**src/rtl/dsound_dma_sched.sv**
```systemverilog
//-----------------------------------------------------------------------------
// dsound_dma_sched
//
// Refill scheduler for the two direct-sound FIFOs (channel A and B). Each
// channel raises a refill request. The scheduler picks one channel, presents
// a burst request to the DMA engine, and counts the words written into that
// channel's FIFO until the burst is complete.
//
// Parameters
//   BURST_WORDS     32-bit words per refill burst (1..8)
//   TIMEOUT_CYCLES  watchdog limit in clock cycles (watchdog builds only)
//
// Optional feature
//   DSOUND_SCHED_TIMEOUT_EN  when defined, a watchdog aborts a burst that
//                            stalls for TIMEOUT_CYCLES clock cycles. When
//                            undefined, timeout_err is tied low and the
//                            scheduler waits indefinitely.
//
// Ports
//   clock        system clock, all state on the rising edge
//   reset_n      asynchronous active-low reset
//   req_a/req_b  refill requests (single-cycle pulse or level)
//   clr_a/clr_b  FIFO clear (sequencer reset) for each channel
//   dma_gnt      DMA engine accepts the current dma_req
//   word_done    DMA wrote one word into the FIFO selected by dma_ch
//   dma_req      registered burst request to the DMA engine
//   dma_ch       target channel (0 = A, 1 = B), stable while dma_req or busy
//   busy         high while a burst is requested or in flight
//   timeout_err  one-cycle pulse when the watchdog aborts a burst
//-----------------------------------------------------------------------------
`timescale 1ns/1ps

module dsound_dma_sched #(
    parameter int BURST_WORDS    = 4,
    parameter int TIMEOUT_CYCLES = 1024
) (
    input  logic clock,
    input  logic reset_n,
    input  logic req_a,
    input  logic req_b,
    input  logic clr_a,
    input  logic clr_b,
    input  logic dma_gnt,
    input  logic word_done,
    output logic dma_req,
    output logic dma_ch,
    output logic busy,
    output logic timeout_err
);

    if (BURST_WORDS < 1 || BURST_WORDS > 8 || TIMEOUT_CYCLES < 1) begin : g_param_check
        $error("dsound_dma_sched: BURST_WORDS must be 1..8 and TIMEOUT_CYCLES >= 1");
    end

    typedef enum logic [1:0] {
        S_IDLE = 2'd0,
        S_REQ  = 2'd1,
        S_XFER = 2'd2
    } state_t;

    localparam logic [2:0] LAST_WORD = 3'(BURST_WORDS - 1);

    state_t     state_q,   state_d;
    logic [1:0] pend_q,    pend_d;     // bit 0 = channel A, bit 1 = channel B
    logic       rr_q,      rr_d;       // channel favoured when both are pending
    logic       dma_ch_q,  dma_ch_d;
    logic [2:0] cnt_q,     cnt_d;      // words written in the current burst
    logic       dma_req_q, dma_req_d;
    logic       busy_q,    busy_d;

    logic [1:0] req_v;
    logic [1:0] clr_v;
    logic [1:0] elig_v;
    logic [1:0] active_v;
    logic [1:0] retire_v;
    logic       retire;
    logic       abort;
    logic       clr_sel;
    logic       wd_expired;

    assign req_v   = {req_b, req_a};
    assign clr_v   = {clr_b, clr_a};
    assign clr_sel = clr_v[dma_ch_q];

    // A clear in the same cycle wins over a pending flag, so a channel being
    // cleared is never selected.
    assign elig_v   = pend_q & ~clr_v;
    assign active_v = (state_q != S_IDLE) ? (dma_ch_q ? 2'b10 : 2'b01) : 2'b00;
    assign retire_v = retire ? (dma_ch_q ? 2'b10 : 2'b01) : 2'b00;

    // NOTE: every signal written in always_comb gets a default first, so no
    // latch can be inferred on a path that forgets to assign it.
    always_comb begin
        state_d  = state_q;
        dma_ch_d = dma_ch_q;
        rr_d     = rr_q;
        cnt_d    = cnt_q;
        retire   = 1'b0;
        abort    = 1'b0;

        unique case (state_q)
            S_IDLE: begin
                cnt_d = '0;
                if (elig_v != 2'b00) begin
                    state_d  = S_REQ;
                    // Both pending: take the favoured one; otherwise the only one.
                    dma_ch_d = (elig_v == 2'b11) ? rr_q : elig_v[1];
                end
            end

            S_REQ: begin
                // A clear of the selected channel beats a grant in the same cycle.
                if (clr_sel) begin
                    state_d = S_IDLE;
                end else if (dma_gnt) begin
                    state_d = S_XFER;
                    cnt_d   = '0;
                end else if (wd_expired) begin
                    abort = 1'b1;
                end
            end

            S_XFER: begin
                // A clear here does not stop the burst: the DMA engine owns the
                // bus until the last word lands.
                if (word_done) begin
                    if (cnt_q == LAST_WORD) begin
                        state_d = S_IDLE;
                        cnt_d   = '0;
                        retire  = 1'b1;
                        rr_d    = ~dma_ch_q;
                    end else begin
                        cnt_d = cnt_q + 3'd1;
                    end
                end else if (wd_expired) begin
                    abort = 1'b1;
                end
            end

            default: state_d = S_IDLE;
        endcase

        if (abort) begin
            state_d = S_IDLE;
            cnt_d   = '0;
            retire  = 1'b1;
            rr_d    = ~dma_ch_q;
        end
    end

    // The favoured channel becomes the one not served last, which flips the
    // pointer whenever the favoured channel itself was served.
    always_comb begin
        // A request for the channel already in flight is dropped; the other
        // channel's request queues as a pending flag.
        pend_d    = (pend_q | (req_v & ~active_v)) & ~retire_v & ~clr_v;
        dma_req_d = (state_d == S_REQ);
        busy_d    = (state_d != S_IDLE);
    end

    // NOTE: sequential state is updated with non-blocking assignments only, so
    // every flop samples the values present before the clock edge.
    always_ff @(posedge clock or negedge reset_n) begin
        if (!reset_n) begin
            state_q   <= S_IDLE;
            pend_q    <= 2'b00;
            rr_q      <= 1'b0;
            dma_ch_q  <= 1'b0;
            cnt_q     <= '0;
            dma_req_q <= 1'b0;
            busy_q    <= 1'b0;
        end else begin
            state_q   <= state_d;
            pend_q    <= pend_d;
            rr_q      <= rr_d;
            dma_ch_q  <= dma_ch_d;
            cnt_q     <= cnt_d;
            dma_req_q <= dma_req_d;
            busy_q    <= busy_d;
        end
    end

    assign dma_req = dma_req_q;
    assign dma_ch  = dma_ch_q;
    assign busy    = busy_q;

`ifdef DSOUND_SCHED_TIMEOUT_EN
    localparam int              WD_W    = $clog2(TIMEOUT_CYCLES) + 1;
    localparam logic [WD_W-1:0] WD_LAST = WD_W'(TIMEOUT_CYCLES - 1);

    logic [WD_W-1:0] wd_q, wd_d;
    logic            timeout_err_q;

    // wd_q counts cycles already spent without progress; the cycle in which it
    // reads TIMEOUT_CYCLES-1 is the last one allowed.
    assign wd_expired = (wd_q == WD_LAST);

    always_comb begin
        wd_d = '0;
        if (state_q != S_IDLE && state_d == state_q &&
            !(state_q == S_XFER && word_done)) begin
            wd_d = wd_q + WD_W'(1);
        end
    end

    always_ff @(posedge clock or negedge reset_n) begin
        if (!reset_n) begin
            wd_q          <= '0;
            timeout_err_q <= 1'b0;
        end else begin
            wd_q          <= wd_d;
            timeout_err_q <= abort;
        end
    end

    assign timeout_err = timeout_err_q;
`else
    assign wd_expired  = 1'b0;
    assign timeout_err = 1'b0;
`endif

endmodule

```
**config.mk**
```make
export PLATFORM = sky130hd
export DESIGN_NAME = dsound_dma_sched
export DESIGN_NICKNAME = d
export VERILOG_FILES = /design/src/rtl/dsound_dma_sched.sv
export SDC_FILE = /design/constraint.sdc
export NUM_CORES = 1
export LEC_CHECK = 0
export ABC_CLOCK_PERIOD_IN_PS = 1900
export CAP_MARGIN = 25
export CORE_AREA = 2 2 39 41
export DETAILED_ROUTE_END_ITERATION = 12
export DIE_AREA = 0 0 41 43
export PLACE_DENSITY = 0.65
export SKIP_LAST_GASP = 1
export SYNTH_ARGS = -nofsm -noshare
export SYNTH_HDL_FRONTEND = slang
export SYNTH_SLANG_ARGS = --single-unit
```
**constraint.sdc**
```tcl
create_clock -name clock -period 1.9 [get_ports clock]
set_clock_uncertainty 0.1 [all_clocks]
set_input_delay 0.38 -clock clock [delete_from_list [all_inputs] [get_ports clock]]
set_output_delay 0.38 -clock clock [all_outputs]
set_load 0.02 [all_outputs]
```
# [Word level (Yosys, flattened, before mapping)]
# Cells that the tools add are included.
[word_totals] input_bits=8 register_bits=11 word_cells=54 output_inout_bits=4
[classes] add_sub_neg=1 n_mux=20 n_eq_ne=8 n_bitwise=9 order_cmp=1 reduce_logical=8
[op_table] cell="$mux 2" n=8
[op_table] cell="$mux 3" n=4
[op_table] cell="$pmux 3 s3" n=1
[op_table] cell="$and 2x2->2" n=4
[op_table] cell="$mux 1" n=6
[op_table] cell="$ne 2x2->1 const B" n=3
[op_table] cell="$not 2->2" n=3
[op_table] cell="$pmux 2 s3" n=1
[op_table] cell="$reduce_bool 2->1" n=3
[op_table] cell="$eq 2x1->1 const B" n=2
[op_table] cell="$eq 2x2->1 const B" n=2
[op_table] cell="$reduce_and 4->1" n=1
[op_table] cell="$add 3x1->3 const B" n=1
[op_table] cell="$eq 3x2->1 const B" n=1
[op_table] cell="$reduce_and 3->1" n=1
[op_table] cell="$reduce_bool 3->1" n=1
[op_table] cell="$logic_not 2->1" n=1
[op_table] cell="$lt 1x2->1 const B" n=1
[op_table] cell="$or 2x2->2" n=1
[op_table] cell="$reduce_and 2->1" n=1
[op_table] cell="$not 1->1" n=1

# [Depth between registers and ports, before layout]
[depth] ltp_word=8 depth_mapped=4 mapped_depth_nobuf=4

# [Least setup slack after synthesis]
# No wires, ideal clock.
[synth_timing] kind="reg2reg" start="reg dma_ch_q, in the netlist dma_ch" end="reg state_q[1]" synth_period_minus_slack_ns=1.567 path_slack_ns=0.333 path_buffers=0 required_ns=1.720 t_arrival_ns=1.387 path_stages_with_launch=4 setup_time_ns=0.080 path_cell_list="dfrtp_1 mux2_4 or3b_4 o22ai_2"
[synth_between] elab_chain_len=4
[synth_lines] item="start, declared" line_no="66" text="logic dma_ch_q, dma_ch_d;"
[synth_lines] item="start signal, assigned" line_no="176" text="dma_ch_q <= dma_ch_d;"
[synth_lines] item="$mux 1 (implied by the code) (2 in series)" line_no="83" text="assign clr_sel = clr_v[dma_ch_q];"
[synth_lines] item="$mux 2" line_no="113" text="if (clr_sel) begin"
[synth_lines] item="$pmux 2 s3" line_no="101" text="unique case (state_q)"
[synth_lines] item="via state_d[1]" line_no="63" text="state_t state_q, state_d;"
[synth_lines] item="end signal, assigned" line_no="173" text="state_q <= state_d;"
[synth_lines] item="end, declared" line_no="63"
# The timed path passes the listed nets, and every way through them passes these cells. The select of a mux whose other input is x is not followed.
# A chain may end at the register's enable or synchronous reset.

# [Worst setup path after layout]
[layout_timing] start="reg busy_q, in the netlist busy" end="out busy"
[layout_lines] item="start, declared" line_no="69" text="logic busy_q, busy_d;"
[layout_lines] item="start signal, assigned" line_no="179" text="busy_q <= busy_d;"
[layout_lines] item="end, declared" line_no="47" text="output logic busy,"
# No word-level cell between the ends.

==> impl_metrics.yaml <==
status:
  status: "completed"
power_and_ir_drop:
  p_per_area_mw_per_mm2: 1180
  leakage_nw: 0.329
  ir_drop_uv: 416
floorplan:
  start_util_pct: 41.0
  core_area_mm2: 0.00138
  die_h_um: 43
  die_w_um: 41
  io_pins: 12
  die_area_mm2: 0.00176
  rows: 14
clock_tree:
  cts_buffers: 3
  cts_tree: "done"
  cts_max_level: 1
  cts-root-buf: "clkbuf_4"
  holdBufCountCts: 0
  path_clk_slew_ns: 0.07
  clockBufferDepth: 2
  clock_latency_ns: 0.27
  cts.sinks: 11
critical_path:
  rr_startpoint: "dma_ch$_DFFE_PN0P_"
  rrSetupSlack_ns: 0.38
  crit_cells: 1
  path_max_fanout: 1
  cp_slowest_cell: "clkdlybuf4s50_1"
  crit_type: "flip-flop to output port"
  cp.required_ns: 1.42
  path_cells: "clkdlybuf4s50_1"
  crit_buf_inv: 1
  critPathArrivalTime_ns: 1.18
  reg2reg_depth: 3
  worstSetupStartpointType: "flip-flop"
  r2r-end: "state_q[0]$_DFF_PN0_"
  cp-end-kind: "output port"
  cp_top_family: "buffers and inverters"
  max_stage_delay_ns: 0.59
detailed_routing:
  vias_per_cell: 5.31
  wl_mm: 1.02
  drt-initial-drc-count: 3
  wl_per_cell_um: 12.2
  final_antenna_net_count: 0
  drc: 0
  drt_first_pass_iters: 4
  vias: 446
timing:
  finalCritPeriodShare_pct: 87.6
  period_needed_ns: 1.66
  grt_setup_unrepaired: "no"
  timing.final.setup_violations: 0
  tns_ns: 0
  hold_viol_final: 0
  fmaxAchievable_mhz: 601
  drv_slew: 0
logic_synthesis:
  synth_area_um2: 567
  avgSynthCellArea_um2: 10.1
  async_reset_ff_share_pct: 100
  synth.distinct_cells: 30
  synth_top_area_share_pct: 48.6
  synth_edf_count: 0
  ys_ff_latch: 11
  synth-main-ff-cell: "dfrtp_1"
  syn_nets: 65
  synth_warnings: 0
  yosysTopAreaCell: "dfrtp_1"
  ys_seq_area_share_pct: 48.6
  ys_top_cells_by_count: "11 x dfrtp_1, 4 x inv_1, 4 x nor2_1, 4 x o21ai_1"
  syn_inst: 56
  netlist_top_cells_area: "dfrtp_1 49%, o21ai_1 3.5%, nor2b_1 3.3%, and3b_1 3.1%, o221ai_1 3.1%"
  post-synth-top-count-cell: "dfrtp_1"
layout:
  drive_gt1_share_pct: 11.8
  nNetsFinal: 78
  final_util_pct: 51.1
  fillers: 129
  diodes: 0
  seqCellArea_um2: 275
  multi_input_area_um2: 260
  syn_to_final_growth_pct: 24.7
worst_hold_path:
  hp-class: "input pin to asynchronous set/reset pin"
grt:
  antenna_found_initial: 0
  grt_max_degree: 12
  overflow: 0
  grt_use_total_pct: 15.3
  grt_first_pass_wirelength_mm: 1.81
  grt_pass1_vias: 437
placement:
  port_buffers: 10
  hpwl_um: 772
  place.gp.congestion: 0.753
run:
  drv_cap: 0
[per-stage QoR]
step / power (mW) / setup slack, ns / hold slack, ns / area [um^2] / instances
finish: 0.838 / 0.236 / 0.324 / 707 / 84
global route: 0.905 / 0.167 / 0.386 / 707 / 84
floorplan: 0.567 / 0.333 / -0.0156 / 567 / 56
global placement: 0.683 / 0.0422 / 0.366 / 678 / 80
CTS: 0.843 / 0.0496 / 0.352 / 704 / 84
detailed placement: 0.687 / 0.0287 / 0.373 / 678 / 80
[where the power goes]
| group | switching (mW) | internal, mW |
|---|---|---|
| combinational | 0.149 | 0.160 |
| sequential | 0.0724 | 0.297 |
| clock | 0.0787 | 0.0812 |
| total | 0.300 | 0.538 |
[cells by family after synthesis]
group                    count (synthesis)  share of synthesized area, %
flip-flops                              11                          48.6
AND/OR/NAND/NOR                         19                          20.1
adder cells (fa/ha/maj)                  1                          2.21
other                                    1                         0.662
multiplexers                             1                          2.65
buffers and inverters                    7                          5.52
AO/OA/AOI/OAI                           16                          20.3
[layout make-up]
cell class	count	share of cell area, %
Timing Repair Buffer	11	15.6
Clock buffer	4	3.72
Multi-Input combinational cell	38	36.8
Inverter	4	2.12
Sequential cell	11	38.9
Tap cell	16	2.83
[placed cells by master (no fill, tap or decap), drive strengths merged]
master / netlist / layout
a211oi: 1 / 1
a21bo: 1 / 1
a21boi: 1 / 1
a21o: 1 / 1
a21oi: 1 / 1
and3b: 2 / 2
buf: 2 / 1
clkbuf: 1 / 4
clkdlybuf4s50: 0 / 9
conb: 1 / 1
dfrtp: 11 / 11
dlymetal6s2s: 0 / 1
ha: 1 / 1
inv: 4 / 4
mux2: 1 / 1
nand2: 3 / 3
nand2b: 1 / 1
nand4: 2 / 2
nor2: 4 / 4
nor2b: 3 / 3
nor3: 1 / 1
nor4: 1 / 1
o211ai: 1 / 1
o21ai: 5 / 5
o221ai: 2 / 2
o22ai: 2 / 2
o2bb2ai: 1 / 1
or3b: 1 / 1
or4b: 1 / 1
[repair_timing]
item                       in CTS  in global routing
setup endpoints to repair       0                  1
buffers inserted                0                  0
gates resized for setup         0                  1
[how the worst max path moves through the flow]
stage,startpoint,endpoint,slack [ns]
after detailed placement,clr_a,state_q[1]$_DFF_PN0_,0.03
final,busy$_DFF_PN0_,busy,0.24
after CTS,dma_ch$_DFFE_PN0P_,dma_ch,0.05
after global placement,clr_a,state_q[1]$_DFF_PN0_,0.04
after floorplan,dma_ch$_DFFE_PN0P_,state_q[1]$_DFF_PN0_,0.33
after global routing,dma_req$_DFF_PN0_,dma_req,0.17
[sequential cells by signal, indices dropped and copies added (netlist names)]
name / count
busy: 1
cnt_q: 3
dma_req: 1
state_q: 2
dma_ch: 1
pend_q: 2
rr_q: 1
[layer usage]
metal,GRT usage (%),up-vias,routed length [um]
li1,-,226,-
met1,19.4,208,478
met2,22.2,8,478
met3,3.14,4,31
met4,10.0,0,34
met5,0,-,0
No activity file was read; power rests on OpenSTA's default activity.
==> RTL edit: new RTL, config.mk and constraints unchanged <==
Encoding of `state_t`: now one-hot (3 bits for 3 states).
--- a/src/rtl/dsound_dma_sched.sv
+++ b/src/rtl/dsound_dma_sched.sv
@@ -52,10 +52,10 @@
         $error("dsound_dma_sched: BURST_WORDS must be 1..8 and TIMEOUT_CYCLES >= 1");
     end
 
-    typedef enum logic [1:0] {
-        S_IDLE = 2'd0,
-        S_REQ  = 2'd1,
-        S_XFER = 2'd2
+    typedef enum logic [2:0] {
+        S_IDLE = 3'b001,
+        S_REQ  = 3'b010,
+        S_XFER = 3'b100
     } state_t;
 
     localparam logic [2:0] LAST_WORD = 3'(BURST_WORDS - 1);
Formal check against the unedited RTL: same outputs for any inputs over 10 cycles, from zero or initial values and one cycle with reset_n low; not proved beyond that.
==> RTL edit against the original RTL <==
Synthesized area up 6.0%; core utilization up 9.5 points; cell count up 15%; clock power up 31%; routed wire length up 25%; design area up 19%; worst setup slack worse by 0.20 ns; total power up 8.9%; sequential cell count up 1; first-iteration DRC count rose to 5.7 times the old value; via count up 16%; critical path type unchanged.
==> RTL edit: results <==
INSERT INTO impl_metrics (metric_group, metric, value, unit) VALUES
('finish', 'biggestRegsByFlops', 'cnt_q (3), state_q (3), pend_q (2)', ''),
('yosys', 'sequential_area_share_after_synthesis', '0.502', ''),
('power_and_ir_drop', 'comb_cell_power', '0.365', 'mW'),
('detailed_routing', 'num_vias', '518', ''),
('placed_design', 'place_area', '790', 'um2'),
('yosys', 'synthesis.nets', '68', ''),
('global_route', 'grt_max_degree', '13', ''),
('finish', 'final_net_count', '91', ''),
('placed_design', 'place_worst_setup_slack', '-0.313', 'ns'),
('detailed_routing', 'postRouteWirelength', '1280', 'um'),
('global_route', 'number_of_global_route_vias_before_repair', '512', ''),
('yosys', 'avgSynthCellArea', '10.2', 'um2'),
('global_route', 'groute.usage.overall', '0.190', ''),
('worst_setup_path', 'worst-path-max-fanout', '5', ''),
('hold_path', 'hold_path_class', 'in2reg', ''),
('outcome', 'run_status', 'finished, final reports clean', ''),
('power_and_ir_drop', 'cell_internal_pwr', '0.618', 'mW'),
('power_and_ir_drop', 'peakVddDrop', '0.000585', 'V'),
('power_and_ir_drop', 'power-per-cell-area', '1090', 'mW/mm2'),
('power_and_ir_drop', 'leakagePower', '0.386', 'nW');
[RTL edit: changes by cell type in the layout (fill, tap and decap cells not counted), sizes merged, moves of 2 or more]
cell,delta
and3b,-2
buf,+8
nand4,-2
o21ai,+3
o22ai,-2
nand3b,+2
o21a,+2
nor3b,+2
o221ai,-2
a31oi,+2
nand2b,+2
[RTL edit: per-layer routing]
layer  wire length (um)  up-vias  global-route usage
met2                617       20               0.275
li1                   -      253                   -
met3                 75        2              0.0314
met5                  0        -                   0
met4                 12        0               0.100
met1                570      243               0.261
[RTL edit: cells by family after synthesis]
group                      count (synthesis)  share of synthesized area
muxes                                      3                     0.0604
adders and majority gates                  1                     0.0208
DFF                                       12                      0.502
buffers and inverters                      4                     0.0313
AOI/OAI and AO/OA                         17                      0.175
and+or+nand+nor                           21                      0.204
other                                      1                    0.00624
[RTL edit: final timing paths]
path                       depth (start not counted)    endpoint  slack (ns)     from
min in group asynchronous                          1  state_q[1]        0.35  reset_n
max reg2reg                                        4    cnt_q[1]        0.04   dma_ch
max                                                2      dma_ch        0.04   dma_ch
max in group asynchronous                          1      dma_ch        0.95  reset_n
min                                                3   pend_q[1]        0.29    clr_b
min reg2reg                                        2        rr_q        0.42     rr_q
[RTL edit: repair_timing]
item,in CTS,in global routing
gates resized for setup,0,4
cloned,0,0
setup buffers,0,0
setup endpoints to repair,1,2
[RTL edit: worst max-delay path, delay by kind of cell (launching register included)]
family	cells	cell delay, ns
flops	1	0.37
buf+inv	2	0.73
[RTL edit: cell type report]
cell class,count,area [um2]
Clock buffer,4,36.3
Fill cell,121,546
Inverter,3,11.3
Multi-Input combinational cell,43,292
Sequential cell,12,303
Tap cell,16,20.0
Timing Repair Buffer,19,176
